--- src/rtl/secuenciador_mux_acumulador.sv ---
`default_nettype none
// ============================================================================
// Module      : secuenciador_mux_acumulador
// Description : Steps the 3-to-1 mux select 2->1->0 on each Inicio, adds the
//               three signed samples and publishes the sum with a Listo strobe.
// Revision    : 1.0 - initial release
// ============================================================================
module secuenciador_mux_acumulador #(
    parameter int DB     = 16,
    parameter bit SATURA = 1'b1
) (
    input  logic          CLK,
    input  logic          RST_N,
    input  logic          Inicio,
    input  logic [DB-1:0] Dato_Mux,
    output logic [1:0]    Sel,
    output logic          Ocupado,
    output logic          Listo,
    output logic [DB-1:0] Resultado
);

    localparam int AW = DB + 2;

    typedef enum logic [2:0] {
        IDLE   = 3'd0,
        PASO_A = 3'd1,
        PASO_B = 3'd2,
        PASO_C = 3'd3,
        FIN    = 3'd4
    } estado_t;

    estado_t               estado_q, estado_d;
    logic [1:0]            sel_q, sel_d;
    logic                  ocupado_q, ocupado_d;
    logic                  listo_q, listo_d;
    logic signed [AW-1:0]  acc_q, acc_d;
    logic [DB-1:0]         resultado_q, resultado_d;

    logic signed [AW-1:0]  w_dato_ext;
    logic signed [AW-1:0]  w_suma;
    logic [DB-1:0]         w_suma_ajustada;

    assign w_dato_ext = {{2{Dato_Mux[DB-1]}}, Dato_Mux};
    assign w_suma     = acc_q + w_dato_ext;

    generate
        if (SATURA) begin : g_satura
            localparam logic signed [AW-1:0] c_suma_max = {3'b000, {(DB-1){1'b1}}};
            localparam logic signed [AW-1:0] c_suma_min = {3'b111, {(DB-1){1'b0}}};
            always_comb begin
                w_suma_ajustada = w_suma[DB-1:0];
                if (w_suma > c_suma_max) begin
                    w_suma_ajustada = {1'b0, {(DB-1){1'b1}}};
                end else if (w_suma < c_suma_min) begin
                    w_suma_ajustada = {1'b1, {(DB-1){1'b0}}};
                end
            end
        end else begin : g_wrap
            assign w_suma_ajustada = w_suma[DB-1:0];
        end
    endgenerate

    always_comb begin
        estado_d    = estado_q;
        acc_d       = acc_q;
        resultado_d = resultado_q;
        case (estado_q)
            IDLE: begin
                if (Inicio) begin
                    estado_d = PASO_A;
                end
            end
            PASO_A: begin
                acc_d    = w_dato_ext;
                estado_d = PASO_B;
            end
            PASO_B: begin
                acc_d    = w_suma;
                estado_d = PASO_C;
            end
            PASO_C: begin
                acc_d       = w_suma;
                resultado_d = w_suma_ajustada;
                estado_d    = FIN;
            end
            FIN: begin
                estado_d = IDLE;
            end
            default: begin
                estado_d = IDLE;
            end
        endcase
    end

    // Outputs are decoded from the next state so they change with the state register.
    always_comb begin
        sel_d     = 2'd0;
        ocupado_d = 1'b0;
        listo_d   = 1'b0;
        case (estado_d)
            PASO_A: begin
                sel_d     = 2'd2;
                ocupado_d = 1'b1;
            end
            PASO_B: begin
                sel_d     = 2'd1;
                ocupado_d = 1'b1;
            end
            PASO_C: begin
                sel_d     = 2'd0;
                ocupado_d = 1'b1;
            end
            FIN: begin
                listo_d = 1'b1;
            end
            default: begin
                sel_d = 2'd0;
            end
        endcase
    end

    always_ff @(posedge CLK or negedge RST_N) begin
        if (!RST_N) begin
            estado_q    <= IDLE;
            sel_q       <= 2'd0;
            ocupado_q   <= 1'b0;
            listo_q     <= 1'b0;
            acc_q       <= '0;
            resultado_q <= '0;
        end else begin
            estado_q    <= estado_d;
            sel_q       <= sel_d;
            ocupado_q   <= ocupado_d;
            listo_q     <= listo_d;
            acc_q       <= acc_d;
            resultado_q <= resultado_d;
        end
    end

    assign Sel       = sel_q;
    assign Ocupado   = ocupado_q;
    assign Listo     = listo_q;
    assign Resultado = resultado_q;

endmodule
`default_nettype wire
--- config.mk ---
export PLATFORM = sky130hd
export DESIGN_NAME = secuenciador_mux_acumulador
export DESIGN_NICKNAME = d
export VERILOG_FILES = /design/src/rtl/secuenciador_mux_acumulador.sv
export SDC_FILE = /design/constraint.sdc
export NUM_CORES = 1
export LEC_CHECK = 0
export ABC_AREA = 1
export ABC_CLOCK_PERIOD_IN_PS = 4670
export CORE_MARGIN = 5
export CORE_UTILIZATION = 45
export CTS_CLUSTER_SIZE = 12
export DETAILED_ROUTE_END_ITERATION = 8
export GPL_ROUTABILITY_DRIVEN = 0
export PLACE_DENSITY = 0.75
export SETUP_SLACK_MARGIN = 0.5
export SYNTH_ARGS = -nofsm -noshare
export SYNTH_HDL_FRONTEND = slang
export SYNTH_SLANG_ARGS = --single-unit
--- constraint.sdc ---
create_clock -name CLK -period 4.67 [get_ports CLK]
set_input_delay 0.7005 -clock CLK [delete_from_list [all_inputs] [get_ports CLK]]
set_output_delay 0.7005 -clock CLK [all_outputs]
set_load 0.01 [all_outputs]
# After elaboration in Yosys (flattened, before gate mapping)
# Cells that the tools add are included.
[word_totals]
in_bits = 19
output_inout_bits = 20
ff_bits = 41
wordCells = 28
[op_classes]
n_reduce_logical = 4
add_sub_neg = 1
n_lt_le_gt_ge = 2
muxes = 8
n_eq_ne = 7
[op_table]
columns = ["operator", "n"]
rows = [
  ["$pmux 18 s2", 1],
  ["$mux 16", 2],
  ["$add 18x16->18", 1],
  ["$gt 18x16->1 const B", 1],
  ["$lt 18x16->1 const B", 1],
  ["$eq 3x2->1 const B", 4],
  ["$pmux 3 s4", 1],
  ["$eq 3x1->1 const B", 2],
  ["$pmux 2 s2", 1],
  ["$eq 3x3->1 const B", 1],
  ["$logic_not 3->1", 1],
  ["$mux 3", 1],
  ["$reduce_or 3->1", 1],
  ["$mux 1", 2],
  ["$reduce_bool 2->1", 1],
  ["$reduce_or 2->1", 1],
]

# Longest topological paths before layout
# Gate-level depths: netlist of the first run.
[logic_depth]
depth_word = 5
ltp_mapped = 19
mapped_depth_nobuf = 18

# Worst setup path before layout of the first run
# OpenSTA, ideal clock, no wires.
[synth_timing]
path_type = "in2reg"
from = "input Dato_Mux[0]"
to = "register resultado_q[1] (netlist: Resultado[1])"
arrival_time_ns = 2.311
setup_slack_ns = 2.242
setup_ns = 0.117
required_time_ns = 4.553
stages = 16
n_path_buf = 1
cell_sequence = "ha_1 > inv_1 > fa_1 > inv_1 > nand2_1 > nand2_1 > nand3_1 > nand2_2 > nand2_1 > nand3_1 > nand4_1 > nand2_4 > buf_6 > nand2_1 > nand2_1 > nand2_1"
[synth_via]
elab_chain_cells = 4
word_cells_on_any_way = 5
cone_classes = "add/sub (1); order compare (2); mux (2)"
[synth_lines]
columns = ["element", "line_no", "source"]
rows = [
  ["start, declared", "15", "input logic [DB-1:0] Dato_Mux,"],
  ["$add 18x16->18 *", "44", "assign w_suma = acc_q + w_dato_ext;"],
  ["$lt 18x16->1", "54", "end else if (w_suma < c_suma_min) begin"],
  ["$mux 16", "54", ""],
  ["$mux 16 *", "52", "if (w_suma > c_suma_max) begin"],
  ["end signal, assigned", "136", "resultado_q <= resultado_d;"],
  ["end, declared", "37", "logic [DB-1:0] resultado_q, resultado_d;"],
]
# Every way passes the cells marked *; elsewhere a longest branch is shown, timed or not.
# A chain may end at the register's enable or synchronous reset.

# Worst setup path after layout of the first run
[layout_timing]
from = "input Dato_Mux[0]"
to = "register resultado_q[14] (netlist: Resultado[14])"
# Same word-level chain as after synthesis.

==> out/results.txt, run 1 <==
Top cells by count, synth - 159 x nand2_1, 41 x dfrtp_1, 37 x inv_1
Storage cell area - 1030 µm²
Compound-Gate Fraction of Synth Area - 9.78%
Top cells by area, synth - dfrtp_1 37%, nand2_1 21%, ha_1 7.6%
CP Launch Type - input pin
Hold EP - Resultado[4]
Die Wd - 88.9 µm
Final slew viol count - 0
Leakage - 1.75 nW
Hpwl dp - 5180 µm
Max-Slew Margin vs Limit - 38.6%
Initial antenna violation count - 0
Crit-path cells - clkdlybuf4s50_1 > ha_1 > inv_1 > fa_1 > inv_1 > nand2_1 > nand2_1 > and2_1 > nand3_1 > nand2_1 > nand3_1 > nand2_1 > nand2_1 > nand2_1 > nand2_1 > nand2_1 > nand2_1 > nand2_1
Die area - 7900 µm²
Layout area overhead - 19.7%
Setup TNS - 0 ns
Post-synthesis register bit count - 41
Post-Synth Simple-Gate Area - 34.1%
Clock Sinks - 41
Maximum root-to-sink buffer count - 2
Largest net degree at the start of global routing - 42
Unique cell type count in the Yosys netlist - 28
Post CTS Setup Buffer Count - 0
Least-Margin Pin Slew - 0.921 ns
Initial core utilization - 46.8%
EDFF count, synth - 0
# diodes - 0
Hold Vio Cnt, Final - 0
RSZ-0062 raised after global routing - false
CTS Hold Bufs - 0
Htree depth - 2
Core area - 5990 µm²
Adder-Cell Fraction of Synth Area - 8.31%
Reg2Reg Setup Slack - 2.27 ns
Asr flop ratio synth - 100%
Area share of xor/xnor cells in the synthesized design - 3.75%
Placed cell area - 3230 µm²
Worst setup EP type - flop
FF-to-FF End - Resultado[15]
Initial DRC count - 135
Power per cell area - 833 nW/µm²
Slowest cell delay on critical path - 0.50 ns
Drt pass-1 iters - 4
Layout Utilization - 56.0%
Netlist Area Pre-Place - 2800 µm²
Highest Clock Rate - 354 MHz
Worst Path Max Fanout - 4
Total GRT Usage - 18.9%
Nets - 479
Syn nets - 441
Via Count - 2637
Reg2reg start - estado_q[2]
Period minus WS final - 2.83 ns
Vias in the first global route - 2612
Synthesis Warnings - 0
Die Span Y - 88.9 µm
Top_reg_cell synth - dfrtp_1
Final wirelength - 6770 µm
Area occupied by multi-input gates - 1570 µm²
Synthesized instance count - 404
Largest family of logic cells by synthesized area - simple AND/OR/NAND/NOR gates
CTS tree - done
Synth area leader - dfrtp_1
Post-CTS resize count - 0
Clk_skew - 0.00674 ns
Vias per Instance - 5.09
Post-synthesis mux area share - 0%
DRC errors left - 0
Buffers added on ports - 38
Arrival @ worst endpoint - 3.06 ns
Worst VDD drop - 381 µV
Final setup violation count - 0
Worst reg2reg path depth - 5
Final Cycle Share - 60.5%
Slowest CP cell - clkdlybuf4s50_1
Row count - 28
I/O pin cnt - 39
Number of max-cap violations - 0
TritonCTS Buffers - 5
Most frequent CP cell - nand2_1
Clock latency on the worst-skew pair - 0.30 ns
Post-route cell area - 3350 µm²
Setup CP Type - input pin to flop
Worst Path Required - 4.91 ns
Hold path startpoint - Resultado[4]
Antenna viol nets, final - 0
Routed WL per cell - 13.1 µm
Outcome - finished clean
Worst hold slack - 0.482 ns
Worst Hold Depth - 2
Post-synth top area share - 36.6%
Gr ovfl total - 0
Count leader, synth - nand2_1
Layout cells sized above 1 - 6.32%
Total Power - 0.00279 W
Sequential area share after synthesis - 36.6%
CTS clock-pin slew for the worst setup and hold paths - 0.08 ns
First-pass GRT wire length - 11800 µm
CTS root buf - clkbuf_8
Worst Hold Class - flop to flop
Syn Area/Cell - 6.93 µm²
FILL cells - 561
## metrics by stage
step	setup WS (ns)	cells
after floorplan	2.24	404
final	1.84	518
after global placement	1.62	510
after detailed placement	1.55	510
after CTS	1.86	518
after global routing	1.60	518
## routing by layer
layer,vias to the layer above,share of wire (%),track usage (%)
met5,-,0,0
met4,0,0.30,4.81
met3,2,6.7,4.61
met2,72,49,32.8
met1,1214,44,23.6
li1,1349,-,-
## power breakdown
group	internal, W	leakage [nW]	switching [W]
registers	0.000541	0.494	0.000101
logic	0.000708	1.20	0.00114
clock network	0.000174	0.0574	0.000132
total	0.00142	1.75	0.00137
## kinds of logic (layout without fill, tap and decap cells)
| family | count (synthesis) | count (layout) |
|---|---|---|
| AO/OA/AOI/OAI | 52 | 52 |
| flip-flops | 41 | 41 |
| buffers and inverters | 51 | 90 |
| adder cells (fa/ha/maj) | 18 | 18 |
| AND/OR/NAND/NOR | 230 | 230 |
| XOR/XNOR | 12 | 12 |
## worst max-delay path by stage
stage	start	end	slack, ns	cells past startpoint
2_1_floorplan	Dato_Mux[0]	Resultado[1]	2.24	16
3_3_place_gp	Dato_Mux[0]	Resultado[14]	1.62	18
3_5_place_dp	Dato_Mux[0]	Resultado[12]	1.55	19
4_1_cts	Dato_Mux[0]	Resultado[12]	1.86	19
5_1_grt	Dato_Mux[0]	Resultado[3]	1.60	19
6_report	Dato_Mux[0]	Resultado[14]	1.84	18
## cell type report
cell class / instances / area share (%)
Multi-Input combinational cell: 312 / 46.7
Sequential cell: 41 / 30.6
Timing Repair Buffer: 40 / 11.6
Inverter: 42 / 4.70
Tap cell: 75 / 2.80
Clock buffer: 6 / 2.46
Clock inverter: 2 / 1.12
## critical path: cells and delay by family
family	cells	cell delay (ns)
buf+inv	3	0.65
simple gates	13	1.09
fa+ha+maj	2	0.63
## placed cells by master (no fill, tap or decap)
cell type	n
ha_1	17
nand2_2	8
o21bai_1	5
buf_2	1
or2_2	1
and2_1	3
nor3_1	2
inv_1	37
o22ai_1	1
buf_4	2
clkinv_1	2
clkbuf_8	6
clkinvlp_4	1
nand3_2	1
nand3b_1	1
xnor2_1	5
a21oi_1	31
bufinv_16	1
clkdlybuf4s50_1	37
nand2_1	159
nor2_2	2
inv_2	3
nor2_1	31
fa_1	1
o21ai_0	15
dfrtp_1	41
nand2_4	2
nand3_1	17
nand4_1	1
xor2_1	7
or2_0	2
## registers in the layout, summed over array words and instances, names as in the netlist
register	flops
Sel	2
Ocupado	1
Listo	1
acc_q	18
Resultado	16
estado_q	3
(Power assumes the default switching activity.)
==> run 2: changes to the inputs <==
- ABC_CLOCK_PERIOD_IN_PS: 4670 -> 2700
- clock period: 4.67 -> 2.7 ns (I/O delays scaled with it)
==> run 2 against run 1 <==
Worst hold slack worse by 0.25 ns. Non-clock buffer count up 6. Critical path depth down 2. Power up 94%. Via count up 3.1%. Final area up 9.2%. Highest routed layer unchanged. Clock power up 69%. Clock-buffer cell count down 1. Register-to-register slack worse by 1.7 ns. Core utilization up 5.1 points. Global-route usage up 1.0 points. Combinational power up 100%.
==> out/results.txt, run 2 (same netlist as run 1, synthesis figures left out) <==
Outcome - finished clean
Die area - 7900 µm²
Largest net degree at the start of global routing - 42
First-pass GRT wire length - 12400 µm
Row count - 28
Maximum root-to-sink buffer count - 2
Final slew viol count - 0
Max-Slew Margin vs Limit - 38.2%
Power per cell area - 1480 nW/µm²
Htree depth - 2
Drt pass-1 iters - 4
Hpwl dp - 5150 µm
Nets - 487
CP Buf/Inv Count - 3
Clock latency on the worst-skew pair - 0.30 ns
Gr ovfl total - 0
TritonCTS Buffers - 5
Max reg flops - 18
Worst Path Max Fanout - 8
Worst Slack Setup Final - 0.579 ns
I/O pin cnt - 39
Arrival @ worst endpoint - 2.32 ns
Non-Filler Instances - 526
Slowest cell delay on critical path - 0.37 ns
Worst setup EP type - flop
DRC errors left - 0
Final Cycle Share - 78.5%
Worst Path Required - 2.90 ns
Die Wd - 88.9 µm
Int Pwr - 0.00273 W
Initial core utilization - 46.8%
Worst VDD drop - 750 µV
Final wirelength - 7580 µm
P_sw - 0.00269 W
Period minus WS final - 2.12 ns
Most flops, register - acc_q
Setup TNS - 0 ns
CTS root buf - clkbuf_8
Hold Vio Cnt, Final - 0
Die Span Y - 88.9 µm
CP Launch Type - flop
Least-Margin Pin Slew - 0.926 ns
Buffers added on ports - 38
Highest Clock Rate - 472 MHz
Most frequent CP cell - nand2_1
Core area - 5990 µm²
Initial antenna violation count - 0
Vias per Instance - 5.17
Leakage - 1.84 nW
CTS clock-pin slew for the worst setup and hold paths - 0.09 ns
Most frequent cells in the layout - 155 x nand2_1, 41 x dfrtp_1, 37 x inv_1
# diodes - 0
Final setup violation count - 0
Via Count - 2719
Worst Hold Class - input pin to asynchronous set/reset pin
CTS Hold Bufs - 0
Sw Ratio - 49.6%
Worst hold slack - 0.230 ns
Slowest CP cell - dfrtp_1
Crit-path cells - ha_2 > inv_1 > fa_2 > inv_1 > nand2_1 > nand2_1 > nand3_1 > nand2_2 > nand2_2 > nand3_2 > nand4_1 > buf_4 > nand2_4 > nand2_1 > nand2_1 > nand2_1
Comb power frac - 69.1%
RSZ-0062 raised after global routing - true
Layout area overhead - 30.7%
Reg power frac - 21.4%
Top Family by Delay on Critical Path - simple AND/OR/NAND/NOR gates
Total GRT Usage - 19.9%
Cell count after placement - 514
Layout cells sized above 1 - 15.3%
Clk_skew - 0.00689 ns
Antenna viol nets, final - 0
CTS tree - done
Routed WL per cell - 14.4 µm
Initial DRC count - 110
Dpl ws - 0.00189 ns
Clock network fraction of design power - 9.5%
Setup CP Type - flop to flop
Vias in the first global route - 2771
Clock Sinks - 41
Commonest non-fill, non-tap cell in the layout - nand2_1
Number of max-cap violations - 0
-- run 2: cell types whose count changed in the layout (fill, tap and decap cells not counted), sizes merged --
cell           change
dlygate4sd2       +14
clkinvlp           +1
buf                +6
clkdlybuf4s50     -16
dlymetal6s2s       +2
clkbuf             -1
nand2              +2
-- run 2: per-stage QoR --
step / area, µm² / util, % / total power (W)
after floorplan: 2800 / - / 0.00345
after global placement: 3260 / 54.5 / 0.00428
after detailed placement: 3260 / 54.5 / 0.00435
after CTS: 3570 / 59.6 / 0.00516
after global routing: 3660 / 61.1 / 0.00595
final: 3660 / 61.1 / 0.00542
-- run 2: final timing paths --
| path | slack (ns) | startpoint | endpoint | cells after the start |
|---|---|---|---|---|
| min reg2reg | 0.48 | Resultado[5] | Resultado[5] | 2 |
| max | 0.58 | acc_q[0] | Resultado[13] | 16 |
| max reg2reg | 0.58 | acc_q[0] | Resultado[13] | 16 |
| max in group asynchronous | 1.88 | RST_N | acc_q[17] | 1 |
| min | 0.23 | RST_N | acc_q[7] | 1 |
| min in group CLK | 0.48 | Resultado[5] | Resultado[5] | 2 |
-- run 2: layout make-up --
cell class                      count  area (µm²)
Sequential cell                    41        1030
Inverter                           42         164
Clock inverter                      3        46.3
Timing Repair Buffer               46         423
Multi-Input combinational cell    314        1840
Clock buffer                        5        68.8
Tap cell                           75        93.8
Fill cell                         532        2330
-- run 2: repair_timing --
item	CTS	global route
cloned	1	1
setup buffers	0	2
pin swaps	4	8
setup endpoints to repair	20	16
resized for setup	35	19
-- run 2: power groups by stage --
stage               Clock [W]  Sequential [W]  Combinational, W
finish               0.000517         0.00116           0.00375
global route         0.000551         0.00120           0.00419
CTS                  0.000524         0.00116           0.00348
detailed placement          0         0.00112           0.00324
global placement            0         0.00111           0.00317
floorplan                   0         0.00116           0.00229
-- run 2: worst register-to-register path, cell delays in order (launching register included) --
cell and delay [ns]:
dfrtp_1 0.37, ha_2 0.18, inv_1 0.05, fa_2 0.34, inv_1 0.06, nand2_1 0.04, nand2_1 0.06, nand3_1 0.08
nand2_2 0.10, nand2_2 0.07, nand3_2 0.08, nand4_1 0.10, buf_4 0.18, nand2_4 0.11, nand2_1 0.06, nand2_1 0.07
nand2_1 0.06
-- run 2: routing by layer --
layer / GRT usage [%] / vias to the layer above / routed length [µm]
met5: 0 / - / 0
met4: 9.34 / 0 / 283
met3: 4.52 / 29 / 445
met2: 32.1 / 87 / 3460
met1: 25.5 / 1249 / 3390
li1: - / 1354 / -
